$ cat src/rtl/regfile_sb.sv
// Scoreboarded register file: 32 x DATA_W registers with a busy bit per register and a
// combinational operand-hazard stall. Define REGFILE_BYPASS_EN to forward same-cycle writeback.
module regfile_sb #(
    parameter int DATA_W = 32
) (
    input  logic              clk,
    input  logic              rst,
    input  logic              issue_en,
    input  logic [4:0]        issue_dst,
    input  logic              wb_en,
    input  logic [4:0]        wb_addr,
    input  logic [DATA_W-1:0] wb_data,
    input  logic [4:0]        rs_addr,
    input  logic [4:0]        rt_addr,
    output logic [DATA_W-1:0] rs_data,
    output logic [DATA_W-1:0] rt_data,
    output logic              stall
);

    localparam int NREG = 32;

    // issue_en and wb_en are single-cycle strobes with no back-pressure: each is consumed on
    // the rising edge where it is high. stall is advisory; the caller must gate its own issue.

    logic [DATA_W-1:0] regs_q [NREG];
    logic [DATA_W-1:0] regs_d [NREG];
    logic [NREG-1:0]   busy_q;
    logic [NREG-1:0]   busy_d;

    always_comb begin
        regs_d = regs_q;
        busy_d = busy_q;
        if (wb_en) begin
            busy_d[wb_addr] = 1'b0;
            if (wb_addr != 5'd0) begin
                regs_d[wb_addr] = wb_data;
            end
        end
        // Applied after the writeback clear so a new producer to the same index keeps it busy.
        if (issue_en) begin
            busy_d[issue_dst] = 1'b1;
        end
        busy_d[0] = 1'b0;
        regs_d[0] = '0;
    end

    always_ff @(posedge clk) begin
        if (rst) begin
            for (int i = 0; i < NREG; i++) begin
                regs_q[i] <= '0;
            end
            busy_q <= '0;
        end else begin
            regs_q <= regs_d;
            busy_q <= busy_d;
        end
    end

`ifdef REGFILE_BYPASS_EN
    logic rs_hit;
    logic rt_hit;

    assign rs_hit  = wb_en && (wb_addr != 5'd0) && (wb_addr == rs_addr);
    assign rt_hit  = wb_en && (wb_addr != 5'd0) && (wb_addr == rt_addr);
    assign rs_data = rs_hit ? wb_data : regs_q[rs_addr];
    assign rt_data = rt_hit ? wb_data : regs_q[rt_addr];
    assign stall   = (busy_q[rs_addr] & ~rs_hit) | (busy_q[rt_addr] & ~rt_hit);
`else
    assign rs_data = regs_q[rs_addr];
    assign rt_data = regs_q[rt_addr];
    assign stall   = busy_q[rs_addr] | busy_q[rt_addr];
`endif

endmodule

$ cat config.mk
export PLATFORM = sky130hd
export DESIGN_NAME = regfile_sb
export DESIGN_NICKNAME = d
export VERILOG_FILES = /design/src/rtl/regfile_sb.sv
export SDC_FILE = /design/constraint.sdc
export NUM_CORES = 2
export LEC_CHECK = 0
export BUFFER_PORTS_ARGS = -buffer_cell sky130_fd_sc_hd__buf_2
export CAP_MARGIN = 20
export CORE_ASPECT_RATIO = 1.5
export CORE_MARGIN = 5
export CORE_UTILIZATION = 60
export DETAILED_ROUTE_END_ITERATION = 10
export HOLD_SLACK_MARGIN = 0.08
export MAX_ROUTING_LAYER = met4
export PLACE_DENSITY = 0.74
export SETUP_SLACK_MARGIN = 0.1
export SYNTH_ARGS = -nofsm -noshare
export SYNTH_HDL_FRONTEND = slang
export SYNTH_SLANG_ARGS = --single-unit
$ cat constraint.sdc
create_clock -name clk -period 4.4 [get_ports clk]
set_input_delay 0.88 -clock clk [delete_from_list [all_inputs] [get_ports clk]]
set_output_delay 0.88 -clock clk [all_outputs]
set_load 0.005 [all_outputs]
After elaboration in Yosys (flattened, before gate mapping)
Cells that the tools add are included.
- input port bits: 56
- memory bits (writable): 0
- memory bits (read-only): 0
- output and inout port bits: 65
- flip-flop bits (word level): 1056
- word-level logic and storage cells: 75
- memories: 0
- bits in latches: 0
- bitwise gates (word level): 7
- $mul: 0
- eq/ne operators: 0
- $lt $le $gt $ge: 10
- mux-type cells: 19
- divide/modulo/power cells: 0
- reduce and logical (&&, ||, !) cells: 5
- add/sub/neg operators: 0
- shifts and indexed selects: 0
- operator list (cell ; count):
    bitwise mux 1024 bit ; 1
    binary-select mux 32 bit (select 5 bit) ; 2
    two-way mux 32 bit ; 7
    demux 32 bit (select 5 bit) ; 1
    bitwise AND 32 bit ; 1
    inverter 32 bit ; 1
    OR 32 bit ; 1
    < comparator 5 x 6 -> 1 bit (second input constant) ; 4
    greater-or-equal comparator 6 bit (second input constant) ; 3
    inverter 5 -> 6 bit ; 3
    binary-select mux 1 bit (select 5 bit) ; 2
    demux 1 bit (select 5 bit) ; 2
    greater-or-equal comparator 5 x 1 -> 1 bit (second input constant) ; 2
    < comparator 6 x 1 -> 1 bit (second input constant) ; 1
    nonzero test 5 bit ; 1
    two-way mux 1 bit ; 4
    logical AND 1 bit ; 3
    AND reduction 2 bit ; 1
    OR 1 bit ; 1

Longest topological paths before layout
- depth in word-level cells: 9
- depth in mapped cells: 9
- depth with buffers taken out: 5

Worst setup path after synthesis
Ideal clock, no wire load.
- path kind: input-to-output
- start: in rt_addr[1]
- end: out rt_data[0]
- data required time: 3.520 ns
- data arrival time: 2.770 ns
- path slack: 0.750 ns
- buffers on the path: 3
- stages on the path: 6
- path through: buf_2 clkbuf_1 buf_1 mux4_2 mux4_2 mux2_2
- word-level cells in the longest chain between the ends: 4
- RTL lines (what ; RTL line ; text):
    from (decl) ; 14 ; input logic [4:0] rt_addr,
    inverter 5 -> 6 bit (implied by the code) ; 70 ; assign rt_data = regs_q[rt_addr];
    binary-select mux 32 bit (select 5 bit) ; 70 ;
    two-way mux 32 bit (implied by the code) (2 in a row) ; 70 ;
    to (decl) ; 16 ; output logic [DATA_W-1:0] rt_data,
No other way between the ends. The select of a mux whose other input is x is not followed.

Final worst setup path
- start: in rt_addr[0]
- end: out rt_data[5]
Same word-level chain as after synthesis.

==> metrics.txt <==
Critical R2R Launch regs_q[474]$_SDFFE_PP0P_; Area contributors post-synth dfxtp_1 (40%), mux4_2 (26%), nand2_1 (15%); Post-CTS Setup Inserts 0; via count 46397; Residual DRC 0; Sw Ratio 0.249; Int Pwr between 0.01 and 0.015 W; Post-synth EDFFs 0; busiest layer in global routing met2; # rows roughly 130; Max Transition Viols Final 0; htree depth 3; Post-Synth Adder-Cell Area 0; Gate Count Post-Synth ~5600; Seq/Total Area, Yosys 0.397; Die W about 250 um; Setup-failing EPs final 0; Die ar. a little over 90000 um^2; worst-case reg-to-reg path depth 2; Power Density 349 nW/um^2; vias in the first global route approximately 45000; share of the synthesized area in the top cell type 0.397; Worst Hold Class reg2reg; Num CTS Buffers 96; Syn Area/Cell about 9.3 um^2; Core Util, Final 0.670; CTS root buffer clkbuf_16; net count after synthesis roughly 5600; Synth warnings 0; first-pass iteration count of the detailed router 9; IO Port Bufs 120; clock tree from TritonCTS done; setup TNS 0 ps; grt met3 use 0.123; Hold Violations, Final 0; sequential power share 0.471; Post-Synth XOR/XNOR Area 0; Boundary Pins about 120; Clock Tree Buf Depth 3; crit start category input pin; Clock Skew 0 ps; distinct cell type count after synthesis 31; RePlAce Congestion between 0.9 and 1; RSZ-0062 raised after global routing no; Comb pwr share 0.077; initial antenna violation count 10; Routed Antenna Nets 0; FF+latch count, synth about 1000; Period Utilization, post-route 0.947; class of the most critical setup path in2out; layout cells sized above 1 0.227; WP data required 3520 ps; area of the mapped netlist around 52000 um^2; Core ar. around 85000 um^2; cell taking the most area after synthesis dfxtp_1; Final WS setup approximately 230 ps; Routed WL per cell 29.5 um; Slew headroom 0.204; Layout Nets about 5400; Min-Delay Endpoint regs_q[551]$_SDFFE_PP0P_; FMAX 240 MHz; Psw roughly 0.005 W; Clock power frac 0.451; Worst setup EP type output pin; Leak about 19 nW; Initial Utilization 0.605; Clock Sinks just over 1000; Final Critical Period ~4200 ps; GRT overflow 0; clock transition at the registers of the reported paths 60 ps; Total GRT Usage 0.421; Area growth, synth to finish 10.7%; routed vias/inst between 7 and 8; largest family of logic cells by synthesized area multiplexers; Global Route met2 Usage 0.622; count leader, synth nand2_1; R2R Setup Slk roughly 3700 ps; Worst Path Max Fanout 43; Simple-Gate Fraction of Synth Area 0.158; Synth Flop Type dfxtp_1; Hold Startpoint regs_q[551]$_SDFFE_PP0P_; status finished, final reports clean; Post-DP HPWL about 110000 um; hold buffer count at cts 0; total wire length roughly 190000 um; Place WS approximately 280 ps; Die Span Y roughly 370 um; worst hold stages 2; Worst-Skew Late Latency 720 ps; drt initial violations about 8000; peak supply drop around 290 uV; Max Cap Viol 0; first-pass GRT wire length around 280000 um; met1 GRT Util 0.500; Async S/R FF share, synth 0; crit path DAT between 3000 and 4000 ps; mux contribution to synthesized area 0.286; Reg-to-Reg End regs_q[474]$_SDFFE_PP0P_; Worst Max-Slew Pin Slew roughly 1200 ps; Commonest cells post-synth nand2_1 (2026), dfxtp_1 (1023), a21oi_1 (995); largest net degree at the start of global routing 110; post-synthesis compound-gate area fraction 0.114
cell families after synthesis:
group | after synthesis
AO/OA/AOI/OAI | 1101
buffers and inverters | 576
AND/OR/NAND/NOR | 2133
flip-flops | 1023
multiplexers | 724
power by group through the flow:
stage / Sequential, W / Combinational (W) / Clock [W]
5_1_grt: 0.00938 / 0.00158 / 0.00935
2_1_floorplan: 0.00957 / 0.000974 / 0
3_5_place_dp: 0.00959 / 0.00149 / 0
4_1_cts: 0.00938 / 0.00149 / 0.00895
6_report: 0.00938 / 0.00154 / 0.00899
3_3_place_gp: 0.00958 / 0.00147 / 0
layout make-up:
class / instances / area (um^2)
fillers: 6568 / 28100
inverters: 5 / 23.8
clock inverters: 34 / 463
clock buffers: 144 / 2900
well taps: 1130 / 1410
diodes: 13 / 32.5
flip-flops and latches: 1023 / 20500
repair buffers: 289 / 2720
multi-input cells: 3958 / 29100
state kept, by name, indices dropped and copies added (netlist names):
signal / count
regs_q: 992
busy_q: 31
timing repair:
action | CTS | global route
hold endpoints to repair | 0 | 0
setup endpoints to repair | 0 | 1
gates resized for setup | 0 | 1
cells in the final DEF (no fill, tap or decap), types with 5 or more instances in the layout:
cell type	instances
mux4_2	587
mux2i_1	6
mux2_2	131
clkbuf_8	30
clkinv_2	14
buf_12	63
nand2_1	1995
nand2_2	31
clkinvlp_4	5
bufinv_16	9
buf_4	107
a22o_1	64
buf_8	5
buf_2	112
dfxtp_1	1023
a22oi_1	32
clkbuf_16	97
a21oi_1	995
nor2_1	40
diode_2	13
nor3b_1	7
clkbuf_1	17
nor2_4	28
a2111oi_0	5
worst max-delay path, stage by stage:
cell and delay (ps):
buf_8 480, buf_12 250, mux4_2 510, mux4_2 530, mux2_2 350, buf_2 180
metrics by stage:
| stage | power, W | instance area [um^2] | hold slack (ps) | std cells |
|---|---|---|---|---|
| after floorplan | 0.0105 | 51600 | 442 | 5557 |
| after global placement | 0.0111 | 53700 | 447 | 6404 |
| after detailed placement | 0.0111 | 53700 | 454 | 6404 |
| after CTS | 0.0198 | 57000 | 463 | 6582 |
| after global routing | 0.0203 | 57100 | 476 | 6593 |
| final | 0.0199 | 57100 | 464 | 6596 |
how the worst max path moves through the flow:
stage	start	end	slack [ps]	cells past startpoint
after floorplan	rt_addr[1]	rt_data[0]	750	6
after global placement	rt_addr[0]	rt_data[0]	290	6
after detailed placement	rt_addr[0]	rt_data[5]	280	6
after CTS	rs_addr[0]	stall	280	8
after global routing	rs_addr[0]	stall	180	8
final	rt_addr[0]	rt_data[5]	230	6
metal layers:
| metal | up-vias | part of all wire | routed length, um |
|---|---|---|---|
| li1 | 19103 | - | - |
| met1 | 22256 | 0.32 | 62700 |
| met2 | 3885 | 0.45 | 87100 |
| met3 | 1153 | 0.14 | 27700 |
| met4 | 0 | 0.087 | 16900 |
| met5 | - | 0 | 0 |
Power figures use the tool's default switching activity.
